## src/rtl/mega_fetch.sv

```systemverilog
// Instruction prefetch stage for the MEGA CPU: streams ROM words into a 3-entry buffer
// and presents whole 1- or 2-word instructions to the decoder.
module mega_fetch #(
  parameter int unsigned ADDR_ROM_BUS_WIDTH = 14
) (
  input  logic                          clk,
  input  logic                          rst,
  output logic [ADDR_ROM_BUS_WIDTH-1:0] rom_a,
  input  logic [15:0]                   rom_d,
  input  logic                          pc_load,
  input  logic [ADDR_ROM_BUS_WIDTH-1:0] pc_new,
  output logic                          ins_ready,
  output logic [15:0]                   ins_w0,
  output logic [15:0]                   ins_w1,
  output logic                          ins_two_word,
  output logic [ADDR_ROM_BUS_WIDTH-1:0] ins_pc,
  input  logic                          ins_take
);

  localparam int unsigned W = ADDR_ROM_BUS_WIDTH;

  logic [W-1:0]       fptr_q, fptr_d;
  logic [W-1:0]       bpc_q, bpc_d;
  logic [2:0][15:0]   wbuf_q, wbuf_d;
  logic [1:0]         cnt_q, cnt_d;
  logic               infl_q, infl_d;

  logic               two_word;
  logic               ready;
  logic               issue;
  logic [1:0]         npop;

  always_comb begin
    two_word = ((wbuf_q[0] & 16'hFC0F) == 16'h9000) || ((wbuf_q[0] & 16'hFE0C) == 16'h940C);
    ready    = two_word ? (cnt_q >= 2'd2) : (cnt_q >= 2'd1);
    npop     = (ins_take && ready) ? (two_word ? 2'd2 : 2'd1) : 2'd0;
    // cnt + infl never exceeds 3, so a push slot is always available when a read lands
    issue    = ({1'b0, cnt_q} + {2'b00, infl_q}) < 3'd3;

    case (npop)
      2'd1:    wbuf_d = {wbuf_q[2], wbuf_q[2:1]};
      2'd2:    wbuf_d = {wbuf_q[2], wbuf_q[2], wbuf_q[2]};
      default: wbuf_d = wbuf_q;
    endcase
    if (infl_q) begin
      wbuf_d[cnt_q - npop] = rom_d;
    end

    cnt_d  = cnt_q - npop + {1'b0, infl_q};
    bpc_d  = bpc_q + W'(npop);
    fptr_d = issue ? fptr_q + W'(1) : fptr_q;
    infl_d = issue;

    // A load discards both the buffer and the word currently on its way from the ROM
    if (pc_load) begin
      cnt_d  = 2'd0;
      infl_d = 1'b0;
      fptr_d = pc_new;
      bpc_d  = pc_new;
    end
  end

  always_ff @(posedge clk) begin
    if (rst) begin
      fptr_q <= '0;
      bpc_q  <= '0;
      wbuf_q <= '0;
      cnt_q  <= 2'd0;
      infl_q <= 1'b0;
    end else begin
      fptr_q <= fptr_d;
      bpc_q  <= bpc_d;
      wbuf_q <= wbuf_d;
      cnt_q  <= cnt_d;
      infl_q <= infl_d;
    end
  end

  assign rom_a        = fptr_q;
  assign ins_ready    = ready;
  assign ins_w0       = wbuf_q[0];
  assign ins_w1       = wbuf_q[1];
  assign ins_two_word = two_word;
  assign ins_pc       = bpc_q;

endmodule

```

## config.mk

```make
export PLATFORM = sky130hd
export DESIGN_NAME = mega_fetch
export DESIGN_NICKNAME = d
export VERILOG_FILES = /design/src/rtl/mega_fetch.sv
export SDC_FILE = /design/constraint.sdc
export NUM_CORES = 1
export LEC_CHECK = 0
export CORE_MARGIN = 5
export CORE_UTILIZATION = 25
export CTS_BUF_LIST = sky130_fd_sc_hd__clkbuf_16
export DETAILED_ROUTE_END_ITERATION = 8
export GPL_ROUTABILITY_DRIVEN = 0
export PLACE_DENSITY = 0.42
export SYNTH_ARGS = -nofsm -noshare
export SYNTH_HDL_FRONTEND = slang
export SYNTH_SLANG_ARGS = --single-unit
```

## constraint.sdc

```tcl
create_clock -name clk -period 4.2 [get_ports clk]
set_input_delay 1.05 -clock clk [delete_from_list [all_inputs] [get_ports clk]]
set_output_delay 1.05 -clock clk [all_outputs]
set_load 0.05 [all_outputs]
```

# Word-level counts from Yosys, hierarchy flattened
# Cells that the tools add are included.
# word_totals
register_bits	79
inputBits	34
out_inout_bits	62
elab_cells	37
# op_classes
add_sub_neg	5
n_lt_le_gt_ge	5
eq_ne	4
mux	11
n_reduce_logical	5
# op_table
cell	n
$pmux W32 S2	1
$bwmux W48	1
$mux W48	1
$mux W14	3
$demux W16 S2	1
$mux W16	1
$add A14 B1 Y14 const B	1
$add A14 B2 Y14	1
$eq A10 B10 Y1 const B	1
$eq A9 B9 Y1 const B	1
$ge A2 B1 Y1 const B	2
$mux W2	2
$add A2 B1 Y3	1
$lt A2 B3 Y1 const B	1
$lt A3 B2 Y1 const B	1
$add A2 B1 Y2	1
$eq A2 B1 Y1 const B	1
$eq A2 B2 Y1 const B	1
$ge A2 B2 Y1 const B	1
$logic_and A1 B1 Y1	2
$reduce_bool A2 Y1	1
$reduce_or A2 Y1	1
$sub A2 B2 Y2	1
$logic_or A1 B1 Y1	1
$mux W1	1

# Logic depth before layout (Yosys ltp)
# Gate-level depths: netlist of the first run.
# depth
depth_word	12
depth_mapped	16
ltp_nobuf	13

# Worst setup path before layout of the first run
# OpenSTA, ideal clock, no wires.
# synth_path
path_kind	flip-flop to flip-flop
start	reg wbuf_q, in the netlist ins_w0[10]
end	reg wbuf_q, in the netlist ins_w0[11]
arrival_ps	4064
path_slack_ps	52
stages_incl_launch_ff	16
n_path_buf	5
period_less_slack_ps	4148
cell_sequence	dfxtp_1 or4_4 o21ai_0 clkbuf_1 nand2_1 clkbuf_1 inv_1 nor2_1 ha_1 clkbuf_1 and4_1 a221o_1 or3_1 buf_2 buf_6 o31ai_2
# synth_between
elab_chain_cells	12
elab_cells_between_ends	18
# synth_rtl
item	line_no	rtl
start, declared	24	logic [2:0][15:0] wbuf_q, wbuf_d;
start signal, assigned	73	wbuf_q <= wbuf_d;
$eq A10 B10 Y1 or $eq A9 B9 Y1 (tied branches)	34	two_word = ((wbuf_q[0] & 16'hFC0F) == 16'h9000) || ((wbuf_q[0] & 16'hFE0C) == 16'h940C);
$logic_or A1 B1 Y1 *	34	
net ins_two_word	15	output logic ins_two_word,
$mux W1	35	ready = two_word ? (cnt_q >= 2'd2) : (cnt_q >= 2'd1);
$logic_and A1 B1 Y1	36	npop = (ins_take && ready) ? (two_word ? 2'd2 : 2'd1) : 2'd0;
$mux W2 *	36	
$sub A2 B2 Y2	46	wbuf_d[cnt_q - npop] = rom_d;
$lt A2 B3 Y1 (implied by the code) or $ge A2 B1 Y1 (tied branches)	46	
$logic_and A1 B1 Y1 (implied by the code)	46	
$mux W16 (implied by the code)	46	
$demux W16 S2	46	
$bwmux W48	46	
$mux W48 *	45	if (infl_q) begin
# Mark *: on every way through the listed nets, which the timed path passes. The rest lies on a longest branch.
# A chain may end at the register's enable or synchronous reset.

# Worst setup path after layout of the first run
# layout_path
start	reg wbuf_q, in the netlist ins_w0[3]
end	reg wbuf_q, in the netlist ins_w0[6]
# layout_between
elab_chain_cells	12
elab_cells_between_ends	18
# layout_rtl
item	line_no
$eq A10 B10 Y1 or $eq A9 B9 Y1 (tied branches)	34
$logic_or A1 B1 Y1 *	34
$mux W1	35
$logic_and A1 B1 Y1	36
$mux W2 *	36
$sub A2 B2 Y2	46
$lt A2 B3 Y1 (implied by the code) or $ge A2 B1 Y1 (tied branches)	46
$logic_and A1 B1 Y1 (implied by the code)	46
$mux W16 (implied by the code)	46
$demux W16 S2	46
$bwmux W48	46
$mux W48 *	45
# Mark *: on every way between the ends. The rest lies on a longest branch, timed or not.

==> metrics.md, run 1 <==
| Metric | Value |
|---|---|
| Synth warn | 0 |
| Starting Density | 0.256 |
| Most used DFF post-synth | dfxtp_1 |
| Clk pin slew, worst setup/hold paths | 60 ps |
| HPWL Detailed | 10500 µm |
| Mapped Cells | 517 |
| Synth Area in XOR/XNOR | 0.0513 |
| Top fanout value on the critical path | 16 |
| Outcome | completed |
| Tmin final | 3700 ps |
| Reg2Reg Depth | 10 |
| Final setup viols | 0 |
| PwrDens | 376 mW/mm² |
| Routed WL | 15300 µm |
| Relative slew slack | 0.295 |
| Clk_skew | 11.5 ps |
| Via density per instance | 5.10 |
| Fmax | 270 MHz |
| CTS Root Buffer Type | clkbuf_16 |
| Clock tree buffer depth | 2 |
| Synthesized area per cell | 8.59 µm² |
| Detail Route Antenna Nets | 0 |
| Core area | 0.0174 mm² |
| Worst Setup Start Kind | flop |
| Multi-input logic area | 0.00241 mm² |
| Sequential share of the synthesized area | 0.356 |
| Post-cts sizing count | 0 |
| Tightest Pin Transition | 1060 ps |
| Data arrival time of the worst path | 3940 ps |
| CTS tree | yes |
| I/O pins | 96 |
| Setup TNS Final | 0 ps |
| WP data required | 4440 ps |
| Worst Setup Path Type | reg2reg |
| Area growth syn-to-layout | 28.5% |
| Final-stage net count | 613 |
| Vert. Die Dim | 143 µm |
| Fill cell count | 1761 |
| Final period utilization | 0.881 |
| Die X | 143 µm |
| Max Slew Vio Count | 0 |
| Max-Cap Viols | 0 |
| Peak supply drop | 0.187 mV |
| Origin of the worst setup path | ins_w0[3] |
| Via count | 4083 |
| Routed len/inst | 19.1 µm |
| Buffers on Ports | 95 |
| GRT overflow | 0 |
| Post-Synth Simple-Gate Area | 0.170 |
| Fin. Hold Viols | 0 |
| FF-to-FF End | ins_w0[6] |
| Worst min path class | reg2reg |
| Synthesized Nets | 559 |
| Clock power share | 0.385 |
| Std cell rows | 48 |
| DRC Markers | 0 |
| P_leak | 0.00198 µW |
| Dominant combinational cell family by area after synthesis | compound AO/OA/AOI/OAI gates |
| Hold Crit Depth | 2 |
| Initial DRC Count | 145 |
| Final Hold Slack | 484 ps |
| Area taken by flip-flops and latches | 0.00158 mm² |
| Adder-cell share of the synthesized area | 0.0242 |
| # Post-CTS Setup Buffers | 0 |
| Post-synth EDFFs | 0 |
| Net switching power | 714 µW |
| Number of global-route vias before repair | 4307 |
| Antenna cells | 0 |
| First-pass GRT wire length | 24000 µm |
| Crit end category | flop |
| Switching Fraction | 0.333 |
| CTS Hold Bufs | 0 |
| Post-synthesis compound-gate area fraction | 0.291 |
| Worst r2r src | ins_w0[3] |
| Sequential power share | 0.392 |
| Async SR Flop Fraction | 0 |
| H-tree depth | 3 |
| Comb power frac | 0.224 |
| Mux cell area share after synthesis | 0.00451 |
| RSZ-0062 raised after global routing | no |
| Synth unique cells | 53 |
| Area of the mapped netlist | 0.00444 mm² |
| Initial antenna violation count | 0 |
| CTS Buf Count | 9 |
| Later-pin clock latency in the skew report | 350 ps |
| Pre-Repair DR Iteration Count | 5 |
| P_int | 1430 µW |
| Flop2flop setup slack | 500 ps |
| Synth Register Bits | 79 |
| Largest net degree at the start of global routing | 33 |
| CTS sink count | 79 |
| Die area | 0.0205 mm² |
| Total global-route track usage | 0.151 |
| Layout cell share with drive strength beyond 1 | 0.106 |
cell usage in the layout (no fill, tap or decap), types with 3 or more instances in the layout:
cell type	netlist	final
nand4_1	4	4
nand3_1	26	26
and2_1	3	3
ha_1	7	7
a21boi_0	14	14
inv_1	13	13
nor2b_1	3	3
o31ai_1	11	11
a311oi_1	6	6
o211ai_1	19	19
xnor2_1	14	14
nand2_1	47	47
a211oi_1	16	16
o21a_1	7	7
o31ai_2	5	5
dfxtp_1	79	79
nor3_1	4	4
and3_1	22	22
o21ai_0	24	24
clkbuf_16	0	9
inv_6	0	3
xor2_1	12	12
a311oi_2	10	10
a21oi_1	47	47
nor2_1	25	25
clkdlybuf4s50_1	0	93
buf_4	32	17
and4_1	4	4
final cells by class:
class | instances | area share
clock buffers | 9 | 0.0395
inverters | 13 | 0.00855
flip-flops and latches | 79 | 0.277
repair buffers | 111 | 0.189
clock inverters | 7 | 0.0140
well taps | 225 | 0.0493
multi-input cells | 357 | 0.422
cells in the mapped netlist (12+ instances only):
cell / n / share of area
nand2_1: 47 / 0.040
o211ai_1: 19 / 0.032
buf_4: 32 / 0.054
dfxtp_1: 79 / 0.36
xnor2_1: 14 / 0.028
a211oi_1: 16 / 0.027
a21boi_0: 14 / 0.024
xor2_1: 12 / 0.024
clkbuf_1: 27 / 0.023
o21ai_0: 24 / 0.027
and3_1: 22 / 0.031
inv_1: 13 / 0.011
nor2_1: 25 / 0.021
a21oi_1: 47 / 0.053
nand3_1: 26 / 0.029
worst max path at each step:
stage | end | depth (start not counted)
after floorplan | ins_w0[11] | 15
after detailed placement | ins_w0[10] | 8
after global routing | ins_w0[6] | 10
after CTS | ins_w0[6] | 10
after global placement | ins_w0[14] | 8
final | ins_w0[6] | 10
power by group through the flow:
stage | combinational [µW] | clock, µW | sequential (µW)
finish | 480 | 826 | 842
global placement | 479 | 0 | 858
detailed placement | 482 | 0 | 858
global route | 510 | 877 | 849
CTS | 484 | 848 | 842
floorplan | 269 | 0 | 909
through the flow:
stage | std cells | worst slack (ps) | total power (µW) | util | instance area, µm²
2_1_floorplan | 517 | 51.9 | 1180 | - | 4440
3_3_place_gp | 785 | 357 | 1340 | 0.311 | 5400
3_5_place_dp | 785 | 257 | 1340 | 0.311 | 5400
4_1_cts | 801 | 529 | 2170 | 0.329 | 5710
5_1_grt | 801 | 338 | 2240 | 0.329 | 5710
6_report | 801 | 501 | 2150 | 0.329 | 5710
kinds of logic after synthesis:
group	count (synthesis)
DFF	79
AOI/OAI and AO/OA	172
and+or+nand+nor	149
muxes	2
xor gates and xnor gates	26
buffers and inverters	81
adders and majority gates	8
worst max-delay path, cell delays in order (launching register included):
cell and delay, ps:
dfxtp_1 360, or4_4 570, o21ai_0 220, nand2_1 110
inv_1 190, nor2_1 100, ha_1 380, and4_1 240
a221o_1 370, or3_1 670, o31ai_1 380
per-layer routing:
metal,wire length (µm),global-route usage,vias up
met5,0,0,-
met4,303,0.0550,0
met3,1120,0.0556,21
met2,7190,0.249,117
met1,6670,0.180,1979
li1,-,-,1966
(Power assumes the default switching activity.)
==> inputs of run 2 (changes only) <==
--- a/config.mk
+++ b/config.mk
@@ -5,6 +5,7 @@
 export SDC_FILE = /design/constraint.sdc
 export NUM_CORES = 1
 export LEC_CHECK = 0
+export CAP_MARGIN = 15
 export CORE_MARGIN = 5
 export CORE_UTILIZATION = 25
 export CTS_BUF_LIST = sky130_fd_sc_hd__clkbuf_16
==> results of run 2 <==
Same layout as run 1: the final DEF is identical, and so are final timing and power.
